## config.mk

```make
export PLATFORM = sky130hd
export DESIGN_NAME = instr_fetch_unit
export DESIGN_NICKNAME = d
export VERILOG_FILES = /design/src/rtl/riscv_pkg.sv /design/src/rtl/fetch_fifo.sv /design/src/rtl/instr_fetch_unit.sv
export SDC_FILE = /design/constraint.sdc
export NUM_CORES = 1
export LEC_CHECK = 0
export BUFFER_PORTS_ARGS = -buffer_cell sky130_fd_sc_hd__buf_2
export CORE_ASPECT_RATIO = 1.25
export CORE_MARGIN = 2
export CORE_UTILIZATION = 60
export DETAILED_ROUTE_END_ITERATION = 16
export PLACE_DENSITY = 0.95
export SYNTH_ARGS = -nofsm -noshare
export SYNTH_HDL_FRONTEND = slang
export SYNTH_SLANG_ARGS = --single-unit
```

## constraint.sdc

```tcl
create_clock -name clk -period 11.4 [get_ports clk]
set_input_delay 2.28 -clock clk [delete_from_list [all_inputs] [get_ports clk]]
set_output_delay 2.28 -clock clk [all_outputs]
set_load 0.02 [all_outputs]
```

## src/rtl/riscv_pkg.sv

```systemverilog
// Shared RISC-V front-end definitions: fetch FSM states, buffer entry layout,
// and the opcode constants the control unit also uses.
package riscv_pkg;
  localparam int          PC_W      = 32;
  localparam logic [31:0] NOP_INSTR = 32'h0000_0013;

  typedef enum logic [1:0] {S_BOOT, S_FETCH, S_DRAIN} fetch_state_e;

  typedef struct packed {
    logic [PC_W-1:0] pc;
    logic [31:0]     instr;
  } fetch_entry_t;

  localparam logic [6:0] OP_LUI    = 7'b0110111;
  localparam logic [6:0] OP_AUIPC  = 7'b0010111;
  localparam logic [6:0] OP_JAL    = 7'b1101111;
  localparam logic [6:0] OP_JALR   = 7'b1100111;
  localparam logic [6:0] OP_BRANCH = 7'b1100011;
  localparam logic [6:0] OP_LOAD   = 7'b0000011;
  localparam logic [6:0] OP_STORE  = 7'b0100011;
  localparam logic [6:0] OP_IMM    = 7'b0010011;
  localparam logic [6:0] OP_REG    = 7'b0110011;
endpackage

```

## src/rtl/fetch_fifo.sv

```systemverilog
// In-order buffer of fetched {pc, instr} entries; flush wins over push/pop.
module fetch_fifo
  import riscv_pkg::*;
#(
  parameter int DEPTH = 2
) (
  input  logic                       clk,
  input  logic                       rst_n,
  input  logic                       push,
  input  logic                       pop,
  input  logic                       flush,
  input  fetch_entry_t               din,
  output fetch_entry_t               dout,
  output logic [$clog2(DEPTH+1)-1:0] count,
  output logic                       empty
);
  localparam int CNT_W = $clog2(DEPTH+1);
  localparam int PTR_W = (DEPTH > 1) ? $clog2(DEPTH) : 1;

  fetch_entry_t     mem [DEPTH];
  logic [PTR_W-1:0] wr_ptr, rd_ptr;
  logic             full;

  function automatic logic [PTR_W-1:0] ptr_inc(input logic [PTR_W-1:0] p);
    return (p == PTR_W'(DEPTH-1)) ? '0 : p + 1'b1;
  endfunction

  always_ff @(posedge clk or negedge rst_n) begin
    if (!rst_n) begin
      wr_ptr <= '0;
      rd_ptr <= '0;
      count  <= '0;
    end else if (flush) begin
      wr_ptr <= '0;
      rd_ptr <= '0;
      count  <= '0;
    end else begin
      if (push) wr_ptr <= ptr_inc(wr_ptr);
      if (pop)  rd_ptr <= ptr_inc(rd_ptr);
      count <= count + CNT_W'(push) - CNT_W'(pop);
    end
  end

  // Storage needs no reset: count gates every read.
  always_ff @(posedge clk) begin
    if (push && !flush) mem[wr_ptr] <= din;
  end

  assign dout  = mem[rd_ptr];
  assign empty = (count == '0);
  assign full  = (count == CNT_W'(DEPTH));

  a_no_overflow: assert property (@(posedge clk) disable iff (!rst_n) !(push && full));
endmodule

```

## src/rtl/instr_fetch_unit.sv

```systemverilog
// Fetch stage: PC, imem req/gnt/rvalid handling, in-order buffer, redirect
// flush with drop-counting of responses still in flight.
module instr_fetch_unit
  import riscv_pkg::*;
#(
  parameter logic [PC_W-1:0] RESET_PC   = 32'h0000_0000,
  parameter int              FIFO_DEPTH = 2
) (
  input  logic            clk,
  input  logic            rst_n,
  output logic            imem_req,
  output logic [PC_W-1:0] imem_addr,
  input  logic            imem_gnt,
  input  logic            imem_rvalid,
  input  logic [31:0]     imem_rdata,
  input  logic            redirect,
  input  logic [PC_W-1:0] redirect_pc,
  input  logic            stall,
  output logic [31:0]     Instruccion,
  output logic [PC_W-1:0] instr_pc,
  output logic            instr_valid
);
  localparam int CNT_W = $clog2(FIFO_DEPTH+1);

  fetch_state_e    state, state_nxt;
  logic [PC_W-1:0] pc, resp_pc;
  logic [CNT_W-1:0] outstanding, drop, outst_nxt, drop_nxt, fifo_count;
  logic            fifo_empty, issue, push, pop, room;
  fetch_entry_t    head;

  // Buffer space is reserved at issue, so a response can always be pushed.
  assign room      = ({1'b0, fifo_count} + {1'b0, outstanding}) < (CNT_W+1)'(FIFO_DEPTH);
  assign imem_addr = pc;
  assign issue     = imem_req && imem_gnt;
  assign push      = imem_rvalid && (drop == '0) && !redirect;
  assign pop       = !fifo_empty && !stall && !redirect;
  assign outst_nxt = outstanding + CNT_W'(issue) - CNT_W'(imem_rvalid);

  always_comb begin
    drop_nxt  = drop;
    state_nxt = state;
    imem_req  = 1'b0;
    if (redirect)                        drop_nxt = outst_nxt;
    else if (imem_rvalid && drop != '0)  drop_nxt = drop - 1'b1;
    case (state)
      S_BOOT:  state_nxt = S_FETCH;
      S_FETCH: begin
        imem_req = !redirect && room;
        if (redirect && drop_nxt != '0) state_nxt = S_DRAIN;
      end
      S_DRAIN: if (drop_nxt == '0) state_nxt = S_FETCH;
      default: state_nxt = S_BOOT;
    endcase
  end

  always_ff @(posedge clk or negedge rst_n) begin
    if (!rst_n) begin
      state       <= S_BOOT;
      pc          <= RESET_PC;
      resp_pc     <= RESET_PC;
      outstanding <= '0;
      drop        <= '0;
    end else begin
      state       <= state_nxt;
      outstanding <= outst_nxt;
      drop        <= drop_nxt;
      if (redirect) begin
        pc      <= redirect_pc & ~PC_W'(3);
        resp_pc <= redirect_pc & ~PC_W'(3);
      end else begin
        if (issue) pc      <= pc + PC_W'(4);
        if (push)  resp_pc <= resp_pc + PC_W'(4);
      end
    end
  end

  fetch_fifo #(.DEPTH(FIFO_DEPTH)) u_fifo (
    .clk   (clk),
    .rst_n (rst_n),
    .push  (push),
    .pop   (pop),
    .flush (redirect),
    .din   ({resp_pc, imem_rdata}),
    .dout  (head),
    .count (fifo_count),
    .empty (fifo_empty)
  );

  assign instr_valid = !fifo_empty;
  assign Instruccion = instr_valid ? head.instr : NOP_INSTR;
  assign instr_pc    = instr_valid ? head.pc : resp_pc;

  a_outst_bound: assert property (@(posedge clk) disable iff (!rst_n) outstanding <= CNT_W'(FIFO_DEPTH));
  a_drop_bound:  assert property (@(posedge clk) disable iff (!rst_n) drop <= CNT_W'(FIFO_DEPTH));
endmodule

```

==> summary.txt <==
outcome: complete, no violations
DRC: 0
htree depth: 4
Post-synth EDFFs: 124
area leader, netlist: edfxtp_1
CP required: 9120 ps
leakage: 4.05 nW
Hold Path Origin: resp_pc[31]
fin crit share: 0.495
clk_lat worst skew: 430 ps
Sink Count: 194
initial antenna violation count: 0
Yosys top cell area share: 0.424
post-route design area: 10300 um2
antenna-violating nets left: 0
Starting Density: 0.612
GRT Util Overall: 0.256
post-CTS setup buffer count: 0
cts hold-fix bufs: 0
synth unique cells: 45
top cells by count, synth: edfxtp_1, nand2_1, dfrtp_1
Ys Warns: 0
pin count of the biggest net entering global routing: 94
hold_ws: 538 ps
total power density per cell area: 189 nW/um2
min cycle time layout: 5650 ps
Die Ht: 139 um
RSZ-0062 raised after global routing: no
Hold Path Class: flip-flop to flip-flop
first-pass GRT wire length: 31700 um
grt ovf: 0
placed standard-cell area: 9730 um2
fmax: 0.177 GHz
Clock Path Buffers: 2
Max-Slew Margin vs Limit: 0.170
Setup-failing EPs final: 0
clock-pin slew on the worst setup and hold paths: 70 ps
crit path max fanout: 45
WL/cell: 19.0 um
Iteration-0 DRC Markers: 586
Worst R2R Start: u_fifo.count[0]
Slew @ Worst Pin: 1240 ps
max-slew violation count: 0
CP startpoint: redirect
Total Wirelength: 19900 um
CP endpoint kind: output port
die width: 112 um
Post-Syn Area: 8780 um2
CTS tree: built
Avg Vias per Cell: 6.04
Syn-to-layout area delta: 17.4%
ys flop type: edfxtp_1
Die Area: 15600 um2
maxcap violations: 0
Worst Clk Skew: 9.34 ps
Worst EP arrival: 3370 ps
GPL Wtd Cong: 0.857
Final Power: 1.95 mW
Synth Register Bits: 194
vias: 6336
core area: 14300 um2
vias in the first global route: 6228
asr flop ratio synth: 0.361
count of final hold-check violations: 0
row count: 49
I/O pins: 168
share of cells above drive strength 1: 0.266
Final Net Count: 935
Port Buffers: 161
sequential share of the synthesized area: 0.624
root buf cell: clkbuf_16
most frequent cell after synthesis: edfxtp_1
hpwl dp: 13000 um
CP Class: input pin to output port
Worst VDD drop: 0.101 mV
CTS Buf Count: 17
Resize count post-CTS: 0
Syn Inst Count: 703
top post-synthesis cells by area: edfxtp_1, dfrtp_1, mux2i_1
Critical Path Source Type: input pin
syn avg cell area: 12.5 um2
setup TNS: 0 ps
first-pass iteration count of the detailed router: 7
Worst R2R Setup Slack: 7970 ps
path summary, 6_finish.rpt:
kind / to / cells past startpoint
max: imem_req / 5
min: u_fifo.mem[0][63] / 0
max reg2reg: state[0] / 13
min reg2reg: u_fifo.mem[0][63] / 0
max in group asynchronous: u_fifo.rd_ptr / 2
min in group asynchronous: imem_addr[20] / 2
state kept, by name, summed over array words and instances (netlist names):
register       count
u_fifo.rd_ptr      1
state              2
outstanding        2
resp_pc           30
drop               2
u_fifo.wr_ptr      1
u_fifo.count       2
imem_addr         30
u_fifo.mem       124
layout by cell type (no fill, tap or decap), types with 2 or more instances in the layout:
| cell | instances |
|---|---|
| edfxtp_1 | 124 |
| mux2_2 | 20 |
| inv_1 | 12 |
| nand2_1 | 79 |
| nor2_1 | 46 |
| ha_1 | 7 |
| xnor2_1 | 28 |
| a22oi_1 | 2 |
| buf_4 | 6 |
| a31oi_1 | 3 |
| mux2i_1 | 68 |
| o21ai_0 | 52 |
| and3_1 | 12 |
| inv_6 | 2 |
| inv_2 | 2 |
| nand3_1 | 23 |
| nor4_1 | 2 |
| nand2b_1 | 3 |
| and4_1 | 6 |
| and2_1 | 9 |
| nor2b_1 | 4 |
| inv_8 | 3 |
| xor2_1 | 19 |
| clkbuf_16 | 18 |
| o211ai_1 | 9 |
| nor3_1 | 8 |
| nand4_1 | 24 |
| dfrtp_1 | 69 |
| o311ai_0 | 10 |
| or4_1 | 2 |
| a21boi_0 | 2 |
| clkinv_4 | 7 |
| a21oi_1 | 5 |
| nor4_2 | 2 |
| buf_2 | 161 |
| conb_1 | 4 |
cells by family after synthesis:
group / count (synthesis) / share of synthesized area
buffers and inverters: 49 / 0.0235
adders and majority gates: 8 / 0.0123
and+or+nand+nor: 229 / 0.130
xor gates and xnor gates: 47 / 0.0469
other: 1 / 0.000427
AOI/OAI and AO/OA: 87 / 0.0597
muxes: 88 / 0.103
DFF: 194 / 0.624
routing by layer:
metal / share of wire / track usage / vias up
met5: 0 / 0 / -
met4: 0.026 / 0.0931 / 0
met3: 0.069 / 0.0492 / 47
met2: 0.50 / 0.429 / 317
met1: 0.40 / 0.336 / 3089
li1: - / - / 2883
through the flow:
step	setup slack [ps]	instances	util
after floorplan	3940	706	-
after global placement	5750	1016	0.678
after detailed placement	5740	1016	0.678
after CTS	5740	1048	0.718
after global routing	5660	1048	0.718
final	5750	1049	0.718
worst max-delay path: stages:
cell and delay [ps]:
buf_2 90, buf_4 270, nor4b_2 370, nor2b_1 170, buf_2 170
power breakdown:
| part | switching [mW] | leakage (nW) | total (mW) | internal [mW] |
|---|---|---|---|---|
| Combinational | 0.301 | 1.81 | 0.474 | 0.173 |
| Sequential | 0.0798 | 1.96 | 0.902 | 0.822 |
| Clock | 0.272 | 0.279 | 0.573 | 0.301 |
final cells by class:
cell class              instances  area, um2
multi-input cells             463       3120
well taps                     178        223
flip-flops and latches        194       5480
repair buffers                167        851
diodes                          1       2.50
inverters                      14       52.6
fillers                       969       4040
clock inverters                13        120
clock buffers                  19        454
Power figures use the tool's default switching activity.
